==> config.mk <==
export PLATFORM = sky130hd
export DESIGN_NAME = prize_spawn_scheduler
export DESIGN_NICKNAME = d
export VERILOG_FILES = /design/src/rtl/prize_pkg.sv /design/src/rtl/prize_cell_scanner.sv /design/src/rtl/prize_spawn_scheduler.sv
export SDC_FILE = /design/constraint.sdc
export NUM_CORES = 1
export LEC_CHECK = 0
export CAP_MARGIN = 40
export CORE_ASPECT_RATIO = 0.8
export CORE_MARGIN = 1.5
export CORE_UTILIZATION = 40
export CTS_CLUSTER_SIZE = 24
export DETAILED_ROUTE_END_ITERATION = 6
export MAX_ROUTING_LAYER = met4
export PLACE_DENSITY = 0.77
export SYNTH_ARGS = -nofsm -noshare
export SYNTH_HDL_FRONTEND = slang
export SYNTH_SLANG_ARGS = --single-unit
==> constraint.sdc <==
create_clock -name clk -period 3.3 [get_ports clk]
set_clock_uncertainty 0.15 [all_clocks]
set_input_delay 0.66 -clock clk [delete_from_list [all_inputs] [get_ports clk]]
set_output_delay 0.66 -clock clk [all_outputs]
set_load 0.01 [all_outputs]
==> src/rtl/prize_pkg.sv <==
// Shared definitions for the prize spawner: tile codes, grid defaults,
// the scheduler state type and the random prize-type helper.
package prize_pkg;

  // Tile content codes as stored in the prize map.
  localparam logic [2:0] FREE = 3'b000;
  localparam logic [2:0] REGU = 3'b001;

  // Default grid geometry.
  localparam int DEF_ROWS = 7;
  localparam int DEF_COLS = 10;

  // Field widths of the map read/write ports.
  localparam int ROW_W  = 3;
  localparam int COL_W  = 4;
  localparam int TYPE_W = 3;

  typedef enum logic [1:0] {
    IDLE   = 2'd0,
    SEARCH = 2'd1,
    REQ    = 2'd2
  } spawn_state_t;

  // Maps two random bits onto the prize types 1..3.
  function automatic logic [TYPE_W-1:0] random_type(input logic [1:0] r);
    logic [1:0] m;
    m = r % 2'd3;
    return 3'd1 + {1'b0, m};
  endfunction

endpackage

==> src/rtl/prize_cell_scanner.sv <==
// Row/column walker over the prize grid. Load sets the start cell and
// clears the visit counter; step moves one column right, wrapping to the
// next row and from the last row back to row 0. last_o is high while the
// current cell is the final one of a full lap.
module prize_cell_scanner
  import prize_pkg::*;
#(
  parameter int NUM_OF_ROWS = DEF_ROWS,
  parameter int NUM_OF_COLS = DEF_COLS
) (
  input  logic             clk,
  input  logic             resetN,
  input  logic             load_i,
  input  logic             step_i,
  input  logic [ROW_W-1:0] load_row_i,
  input  logic [COL_W-1:0] load_col_i,
  output logic [ROW_W-1:0] row_o,
  output logic [COL_W-1:0] col_o,
  output logic             last_o
);

  localparam int CELLS = NUM_OF_ROWS * NUM_OF_COLS;
  localparam int CNT_W = $clog2(CELLS);
  localparam logic [ROW_W-1:0] ROW_MAX  = ROW_W'(NUM_OF_ROWS - 1);
  localparam logic [COL_W-1:0] COL_MAX  = COL_W'(NUM_OF_COLS - 1);
  localparam logic [CNT_W-1:0] CNT_LAST = CNT_W'(CELLS - 1);

  logic [ROW_W-1:0] row_q, row_d;
  logic [COL_W-1:0] col_q, col_d;
  logic [CNT_W-1:0] cnt_q, cnt_d;

  // Next position: load wins over step, step wraps column then row.
  always_comb begin
    row_d = row_q;
    col_d = col_q;
    cnt_d = cnt_q;
    if (load_i) begin
      row_d = load_row_i;
      col_d = load_col_i;
      cnt_d = '0;
    end else if (step_i) begin
      cnt_d = cnt_q + CNT_W'(1);
      if (col_q == COL_MAX) begin
        col_d = '0;
        row_d = (row_q == ROW_MAX) ? '0 : row_q + ROW_W'(1);
      end else begin
        col_d = col_q + COL_W'(1);
      end
    end
  end

  // Position and visit-count registers.
  always_ff @(posedge clk or negedge resetN) begin
    if (!resetN) begin
      row_q <= '0;
      col_q <= '0;
      cnt_q <= '0;
    end else begin
      row_q <= row_d;
      col_q <= col_d;
      cnt_q <= cnt_d;
    end
  end

  assign row_o  = row_q;
  assign col_o  = col_q;
  assign last_o = (cnt_q == CNT_LAST);

endmodule

==> src/rtl/prize_spawn_scheduler.sv <==
// Prize spawn scheduler: a frame timer triggers spawn attempts, a grid scan
// finds a FREE tile Bumpy is not standing on, and a req/ack write places the
// prize. Live prizes are counted and capped; level_restart flushes all.
// Build option: define PRIZE_TYPE_RANDOM_EN to pick prize types 1..3 from
// random_value at the hit; otherwise every prize is REGU.
//
// Write handshake: wr_req rises the cycle after a hit and stays high, with
// wr_row/wr_col/wr_type frozen, until the cycle wr_ack is seen high (ack in
// the first request cycle is accepted); wr_req is low the following cycle.
module prize_spawn_scheduler
  import prize_pkg::*;
#(
  parameter int NUM_OF_ROWS  = DEF_ROWS,
  parameter int NUM_OF_COLS  = DEF_COLS,
  parameter int SPAWN_PERIOD = 120,
  parameter int MAX_PRIZES   = 4
) (
  input  logic              clk,
  input  logic              resetN,
  input  logic              frame_start,
  input  logic              enable,
  input  logic              level_restart,
  input  logic [2:0]        lvl,
  input  logic [9:0]        random_value,
  input  logic [10:0]       bumpy_x,
  input  logic [10:0]       bumpy_y,
  input  logic              prize_taken,
  output logic [ROW_W-1:0]  rd_row,
  output logic [COL_W-1:0]  rd_col,
  input  logic [TYPE_W-1:0] rd_type,
  output logic              wr_req,
  output logic [ROW_W-1:0]  wr_row,
  output logic [COL_W-1:0]  wr_col,
  output logic [TYPE_W-1:0] wr_type,
  input  logic              wr_ack,
  output logic [2:0]        spawn_count,
  output logic              busy,
  output spawn_state_t      dbg_state
);

  localparam int TMR_W = $clog2(SPAWN_PERIOD + 1);
  localparam logic [TMR_W-1:0] PERIOD_V = TMR_W'(SPAWN_PERIOD);
  localparam logic [2:0]       CAP      = 3'(MAX_PRIZES);

  spawn_state_t      state_q;
  logic [TMR_W-1:0]  timer_q;
  logic [TMR_W-1:0]  period_shr;
  logic [TMR_W-1:0]  limit_m1;
  logic [2:0]        count_q, count_d;
  logic              wr_req_q;
  logic [ROW_W-1:0]  wr_row_q;
  logic [COL_W-1:0]  wr_col_q;
  logic [TYPE_W-1:0] wr_type_q;
  logic [TYPE_W-1:0] hit_type;

  logic [ROW_W-1:0]  scan_row;
  logic [COL_W-1:0]  scan_col;
  logic              scan_last;
  logic              scan_step;

  logic [4:0]        rnd_row_raw;
  logic [4:0]        rnd_col_raw;
  logic [ROW_W-1:0]  start_row;
  logic [COL_W-1:0]  start_col;

  logic              frame_tick;
  logic              timer_expire;
  logic              start_search;
  logic              bumpy_here;
  logic              cell_hit;
  logic              ack_fire;
  logic              unused_pos_bits;

  // Spawn period shrinks with level; a zero result floors to one frame.
  always_comb begin
    period_shr = PERIOD_V >> lvl;
    limit_m1   = (period_shr == '0) ? '0 : period_shr - TMR_W'(1);
  end

  // Random start cell for a new search, reduced into the grid.
  always_comb begin
    rnd_row_raw = random_value[9:5];
    rnd_col_raw = random_value[4:0];
    start_row   = ROW_W'(rnd_row_raw % 5'(NUM_OF_ROWS));
    start_col   = COL_W'(rnd_col_raw % 5'(NUM_OF_COLS));
  end

  // Prize type written on a hit.
  always_comb begin
`ifdef PRIZE_TYPE_RANDOM_EN
    hit_type = random_type(random_value[1:0]);
`else
    hit_type = REGU;
`endif
  end

  // Attempt triggering and the per-cell hit test against the live map.
  always_comb begin
    frame_tick   = (state_q == IDLE) && enable && frame_start;
    timer_expire = (timer_q >= limit_m1);
    start_search = frame_tick && timer_expire && (count_q < CAP) && !level_restart;
    bumpy_here   = ({2'b00, scan_row} == bumpy_y[10:6]) &&
                   ({1'b0, scan_col} == bumpy_x[10:6]);
    cell_hit     = (state_q == SEARCH) && (rd_type == FREE) && !bumpy_here;
    scan_step    = (state_q == SEARCH) && !cell_hit && !scan_last;
    ack_fire     = (state_q == REQ) && wr_ack;
  end

  // Live-prize count: a collection and an accepted write cancel out.
  always_comb begin
    count_d = count_q;
    if (ack_fire && !prize_taken) begin
      count_d = count_q + 3'd1;
    end else if (prize_taken && !ack_fire && (count_q != 3'd0)) begin
      count_d = count_q - 3'd1;
    end
  end

  prize_cell_scanner #(
    .NUM_OF_ROWS(NUM_OF_ROWS),
    .NUM_OF_COLS(NUM_OF_COLS)
  ) u_scanner (
    .clk       (clk),
    .resetN    (resetN),
    .load_i    (start_search),
    .step_i    (scan_step),
    .load_row_i(start_row),
    .load_col_i(start_col),
    .row_o     (scan_row),
    .col_o     (scan_col),
    .last_o    (scan_last)
  );

  // Scheduler FSM with timer, prize count and registered write port.
  always_ff @(posedge clk or negedge resetN) begin
    if (!resetN) begin
      state_q   <= IDLE;
      timer_q   <= '0;
      count_q   <= '0;
      wr_req_q  <= 1'b0;
      wr_row_q  <= '0;
      wr_col_q  <= '0;
      wr_type_q <= '0;
    end else if (level_restart) begin
      state_q  <= IDLE;
      timer_q  <= '0;
      count_q  <= '0;
      wr_req_q <= 1'b0;
    end else begin
      count_q <= count_d;
      case (state_q)
        IDLE: begin
          if (frame_tick) begin
            if (timer_expire) begin
              timer_q <= '0;
              if (count_q < CAP) state_q <= SEARCH;
            end else begin
              timer_q <= timer_q + TMR_W'(1);
            end
          end
        end
        SEARCH: begin
          if (cell_hit) begin
            wr_row_q  <= scan_row;
            wr_col_q  <= scan_col;
            wr_type_q <= hit_type;
            wr_req_q  <= 1'b1;
            state_q   <= REQ;
          end else if (scan_last) begin
            state_q <= IDLE;
          end
        end
        REQ: begin
          if (wr_ack) begin
            wr_req_q <= 1'b0;
            state_q  <= IDLE;
          end
        end
        default: state_q <= IDLE;
      endcase
    end
  end

  assign rd_row      = scan_row;
  assign rd_col      = scan_col;
  assign wr_req      = wr_req_q;
  assign wr_row      = wr_row_q;
  assign wr_col      = wr_col_q;
  assign wr_type     = wr_type_q;
  assign spawn_count = count_q;
  assign busy        = (state_q != IDLE);
  assign dbg_state   = state_q;

  // Sub-tile pixel bits play no part in the cell comparison.
  assign unused_pos_bits = ^{bumpy_x[5:0], bumpy_y[5:0]};

endmodule

# After elaboration in Yosys (flattened, before gate mapping)
# Index checks and enable logic that the tools add are counted.
# word_totals
in_bits	45
elab_cells	101
output_inout_bits	24
regBits	35
# classes
n_div	2
bitwise_logic	1
reduce_logical	36
n_addsub	7
n_lt_le_gt_ge	2
n_shift	1
n_eq_ne	13
n_mux	29
# op_table
op	count
two-way mux 7 bit	7
two-way mux 3 bit	7
adder 7 x 1 -> 7 bit, second input constant	2
logical AND 1 bit	14
two-way mux 2 bit	7
two-way mux 4 bit	3
inequality test 3 bit, second input constant	4
nonzero test 2 bit	5
nonzero test 3 bit	3
== test 7 bit, second input constant	1
>= comparator 7 bit	1
zero test 7 bit	1
right shift 7 x 3 -> 7 bit, first input constant	1
subtractor 7 x 1 -> 7 bit, second input constant	1
adder 3 x 1 -> 3 bit, second input constant	2
zero test 1 bit	6
one-hot mux 2 bit (3 select lines)	1
AND reduction 3 bit	2
== test 3 x 5 -> 1 bit	1
== test 4 x 5 -> 1 bit	1
remainder unit 5 x 3 -> 5 bit, second input constant	1
remainder unit 5 x 4 -> 5 bit, second input constant	1
AND reduction 5 bit	1
adder 4 x 1 -> 4 bit, second input constant	1
14 further kinds	17

# Logic depth before layout (Yosys ltp)
# logic_depth
ltp_word	9
ltp_mapped	16
mapped_depth_nobuf	15

# Modules after synthesis
# From an unflattened synthesis, not the netlist that was laid out.
# unflattened
hier_cells	278
area_unflattened_um2	2504.9
# modules_own_cells
mod	cells_each	area_per_inst_um2	seq_area_each_um2	n_inst
prize_spawn_scheduler	199	1745.4	525.5	1
prize_cell_scanner	79	759.5	350.3	1

# Worst setup path after synthesis
# OpenSTA, ideal clock, no wires.
# synth_path
path_kind	input -> register
startpoint	input lvl[1]
endpoint	register u_scanner.row_q[0] (netlist: u_scanner.row_o[0])
path_buffers	1
setup_ps	127
setup_slack_ps	-287
arrival_ps	3310
required_ps	3023
path_stages	14
path_cell_list	inv_1 ha_1 inv_1 ha_1 nor4_1 a32oi_1 ha_1 and3_1 o211ai_1 o21a_1 or4_1 buf_2 a311oi_2 a21oi_1
# synth_via
elab_chain_len	9
word_cells_on_any_way	12
cone_classes	1 x add/sub; 1 x order compare; 1 x shift; 2 x mux; 7 x reduce/logical
# synth_lines
element	line_no	text
from (decl)	prize_spawn_scheduler.sv:23	input logic [2:0] lvl,
right shift 7 x 3 -> 7 bit *	prize_spawn_scheduler.sv:76	period_shr = PERIOD_V >> lvl;
subtractor 7 x 1 -> 7 bit / zero test 7 bit (equally long branches)	prize_spawn_scheduler.sv:77	limit_m1 = (period_shr == '0) ? '0 : period_shr - TMR_W'(1);
two-way mux 7 bit *	prize_spawn_scheduler.sv:77	
>= comparator 7 bit *	prize_spawn_scheduler.sv:100	timer_expire = (timer_q >= limit_m1);
logical AND 1 bit * (3 in a row)	prize_spawn_scheduler.sv:101	start_search = frame_tick && timer_expire && (count_q < CAP) && !level_restart;
nonzero test 2 bit (no line)	n/a	
AND reduction 2 bit (no line)	n/a	
to (signal assigned)	prize_cell_scanner.sv:59	row_q <= row_d;
to (decl)	prize_cell_scanner.sv:28	logic [ROW_W-1:0] row_q, row_d;
# Every way passes the cells marked *; elsewhere a longest branch is shown, timed or not.
# A chain may end at the register's enable or synchronous reset.

# Final worst setup path
# layout_path
startpoint	input lvl[2]
endpoint	register u_scanner.cnt_q[5]
# layout_via
elab_chain_len	8
word_cells_on_any_way	10
cone_classes	1 x add/sub; 1 x order compare; 1 x shift; 2 x mux; 5 x reduce/logical
# layout_lines
element	line_no	text
right shift 7 x 3 -> 7 bit *	prize_spawn_scheduler.sv:76	
subtractor 7 x 1 -> 7 bit / zero test 7 bit (equally long branches)	prize_spawn_scheduler.sv:77	
two-way mux 7 bit *	prize_spawn_scheduler.sv:77	
>= comparator 7 bit *	prize_spawn_scheduler.sv:100	
logical AND 1 bit * (3 in a row)	prize_spawn_scheduler.sv:101	
two-way mux 7 bit / nonzero test 2 bit (equally long branches)	n/a	
to (signal assigned)	prize_cell_scanner.sv:61	cnt_q <= cnt_d;
to (decl)	prize_cell_scanner.sv:30	logic [CNT_W-1:0] cnt_q, cnt_d;
# Marks and branches as above.

==> results.py <==
metrics = {
    "run_status": {
        "status": "complete, but fails checks",
        "failed_checks": "setup timing",
    },
    "power_and_ir_drop": {
        "swShare_pct": 35.73,
        "p_int_mw": 0.9310,
        "vdd_ir_drop_max_v": 0.0001694,
        "p_clk_share_pct": 20.7,
        "power_frac_comb_pct": 35.8,
        "power.leakage_nw": 1.517,
        "p_per_area_mw_per_mm2": 409.0,
        "total_power_mw": 1.449,
        "p_switching_mw": 0.5176,
        "seq_power_share_pct": 43.5,
    },
    "routing": {
        "firstDrtPassIters": 4,
        "wire_per_inst_um": 15.04,
        "avgViaCountPerCell": 5.438,
        "detail-route-antenna-nets": 0,
        "drcViolationCount": 0,
        "routed_wirelength_mm": 6.631,
        "vias": 2398,
        "drt-initial-drc-count": 126,
    },
    "clock_network": {
        "clk_latency_ns": 0.29,
        "h-tree-depth": 2,
        "cts_tree": "built",
        "path_clk_slew_ns": 0.07,
        "clock_sinks": 35,
        "cts-root-buf": "clkbuf_8",
        "cts_buffers": 5,
        "cts_buffer_depth": 2,
    },
    "setup_path": {
        "cp_slowest_cell": "or4_4",
        "worstPathMaxFanout": 5,
        "crit_path_max_incr_delay_ns": 0.55,
        "reg2reg_from": "dbg_state[1]",
        "reg2reg_setup_slack_ns": 0.77,
        "reg2regPathDepth": 5,
        "worst_setup_path_end_kind": "flip-flop",
        "worstReg2RegEnd": "wr_col[1]",
        "cp-start-kind": "primary input",
        "worst_ep_arrival_time_ns": 3.39,
        "path_class": "primary input to flip-flop",
        "cpMostUsedCell": "ha_4",
        "cp_cell_sequence": "buf_8 > clkinvlp_4 > ha_4 > inv_4 > ha_4 > nand2b_4 > nand3_2 > o21ai_2 > nand2_1 > ha_1 > and3_4 > o211ai_1 > o21a_1 > buf_6 > buf_4 > or4_4 > nand2_2 > mux2i_1",
        "worst-path-buf-inv": 5,
        "critPathRequiredTime_ns": 3.32,
        "crit_family": "simple AND/OR/NAND/NOR gates",
    },
    "timing": {
        "worst-slew-pin-transition_ns": 0.8100,
        "slew_headroom_pct": 45.26,
        "timing.final.crit_share_pct": 102.1,
        "rsz0062_at_grt": "yes",
        "max_freq_mhz": 296.7,
        "fin_ws_ns": -0.07059,
        "setup_viol": 5,
        "timing.setup.tns_ns": -0.2377,
        "finalMaxSlewViolations": 0,
        "finalHoldViolations": 0,
        "post-route-min-period_ns": 3.371,
    },
    "logic_synthesis": {
        "synth_top_area_share_pct": 33.91,
        "ys_ff_latch": 35,
        "synth_top_area_cell": "dfrtp_1",
        "ys.flop_type": "dfrtp_1",
        "avgSynthCellArea_um2": 9.190,
        "yosys.cell_count.top_type": "dfrtp_1",
        "ys_seq_area_share_pct": 33.91,
        "netlist_instances": 281,
        "synth_area_leaders": "dfrtp_1 (34%), ha_1 (8.2%), mux2_4 (4.1%)",
        "yosys_warnings": 0,
        "netlist_top_cells_count": "dfrtp_1 (35), nor2_1 (25), nand2_1 (20), o21ai_0 (20), ha_1 (17)",
        "synth_cell_types": 57,
        "synth_edf_count": 0,
        "synthesis.area_mm2": 0.002582,
        "async_flop_share_pct": 100.0,
    },
    "cells_and_area": {
        "syn2layout_area_growth_pct": 37.16,
        "finalInstanceArea_mm2": 0.003542,
        "antenna_cells": 0,
        "fin_nets": 422,
        "drive_above_1_share_pct": 19.72,
        "fin_cells": 441,
        "nFillCells": 524,
    },
    "global_routing": {
        "grt_pass1_wl_mm": 11.13,
        "grt_pass1_vias": 2310,
        "antenna_found_initial": 0,
        "grt_overflow": 0,
        "globalRoute.busiestLayer": "met2",
        "use_met3_pct": 3.737,
        "use_met1_pct": 29.86,
        "grt_max_degree": 36,
        "met2_usage_pct": 31.55,
        "grt.total_usage_pct": 21.29,
    },
    "run": {
        "maxCapViolCount": 0,
    },
    "hold_path": {
        "hold_path_class": "flip-flop to flip-flop",
        "min_delay_worst_endpoint": "wr_type[0]",
        "min-delay-start": "wr_type[0]",
        "hold_depth": 1,
    },
    "floorplanning": {
        "core_area_mm2": 0.006068,
        "fp.dieW_um": 92.84,
        "start_util_pct": 42.56,
        "fp-row-count": 25,
        "pin_count": 69,
        "dieArea_mm2": 0.006950,
        "die_y_um": 74.87,
    },
    "place": {
        "dp.cells": 423,
        "place_area_mm2": 0.003318,
        "place_congestion": 0.8654,
        "dp_slack_ns": -0.9509,
        "dp_hpwl_mm": 4.676,
        "io_buffers": 54,
    },
}
==> worst max path at each step <==
stage                       from            endpoint  slack [ns]  depth (start not counted)
after global routing      lvl[2]  u_scanner.row_o[0]       -0.15                         17
after detailed placement  lvl[2]  u_scanner.col_o[3]       -0.95                         16
after floorplan           lvl[2]  u_scanner.row_o[2]       -0.14                         16
final                     lvl[2]  u_scanner.cnt_q[5]       -0.07                         18
after global placement    lvl[2]  u_scanner.col_o[3]       -0.87                         16
after CTS                 lvl[2]  u_scanner.row_o[0]       -0.07                         17
==> registers in the layout (all words and copies together), names as in the netlist, 2 cells and up <==
name,cells
dbg_state,2
spawn_count,3
timer_q,7
u_scanner.cnt_q,7
u_scanner.col_o,4
u_scanner.row_o,3
wr_col,4
wr_row,3
==> cells in the final DEF, fill, tap and decap left out, drive strengths merged, types with 8 or more instances in the layout <==
master | netlist | layout
clkbuf | 3 | 8
nand3 | 9 | 9
a21oi | 12 | 12
o21ai | 20 | 20
dfrtp | 35 | 35
xnor2 | 9 | 9
ha | 17 | 17
nand2b | 8 | 8
clkdlybuf4s50 | 0 | 51
buf | 8 | 28
nand2 | 20 | 20
nor2 | 26 | 26
inv | 14 | 13
==> power groups by stage <==
stage	Sequential [mW]	Clock, mW	Combinational [mW]
after global routing	0.645	0.332	0.569
final	0.630	0.300	0.519
after CTS	0.628	0.309	0.514
after floorplan	0.592	0	0.323
after global placement	0.630	0	0.476
after detailed placement	0.634	0	0.491
==> per-stage QoR <==
| stage | util, % | hold WS [ns] |
|---|---|---|
| after global routing | 58.37 | 0.3567 |
| after CTS | 58.06 | 0.3293 |
| after detailed placement | 54.68 | 0.3140 |
| after floorplan | - | 0.2144 |
| after global placement | 54.68 | 0.3040 |
| final | 58.37 | 0.3294 |
==> metal layers <==
metal	part of all wire, %	wire length [µm]
met1	47	3124
met2	45	3008
met3	6.1	407
met4	1.4	91
met5	0	0
==> what timing repair did <==
item | CTS | global route
cloned | 1 | 0
gates resized for setup | 27 | 4
setup buffers | 7 | 2
pin swaps | 12 | 11
setup endpoints to repair | 22 | 12
hold buffers | 0 | 0
==> final cells by class <==
| type | count | area, µm² | area share (%) |
|---|---|---|---|
| clock inverter | 1 | 5.005 | 0.1413 |
| clock buffer | 7 | 76.32 | 2.155 |
| multi-input combinational | 223 | 1688 | 47.65 |
| inverter | 14 | 61.31 | 1.731 |
| tap | 81 | 101.3 | 2.861 |
| sequential | 35 | 875.8 | 24.73 |
| timing repair buffer | 80 | 734.5 | 20.73 |
==> cells by family (layout without fill, tap and decap cells) <==
group	Yosys count	in the layout	share of synthesized area, %
flops	35	35	33.91
xor+xnor	16	16	5.427
fa+ha+maj	18	18	9.012
other cells	1	2	0.1452
compound gates	74	74	19.62
buf+inv	25	102	4.941
simple gates	101	102	21.32
mux	11	11	5.620
No activity file was read; power rests on OpenSTA's default activity.
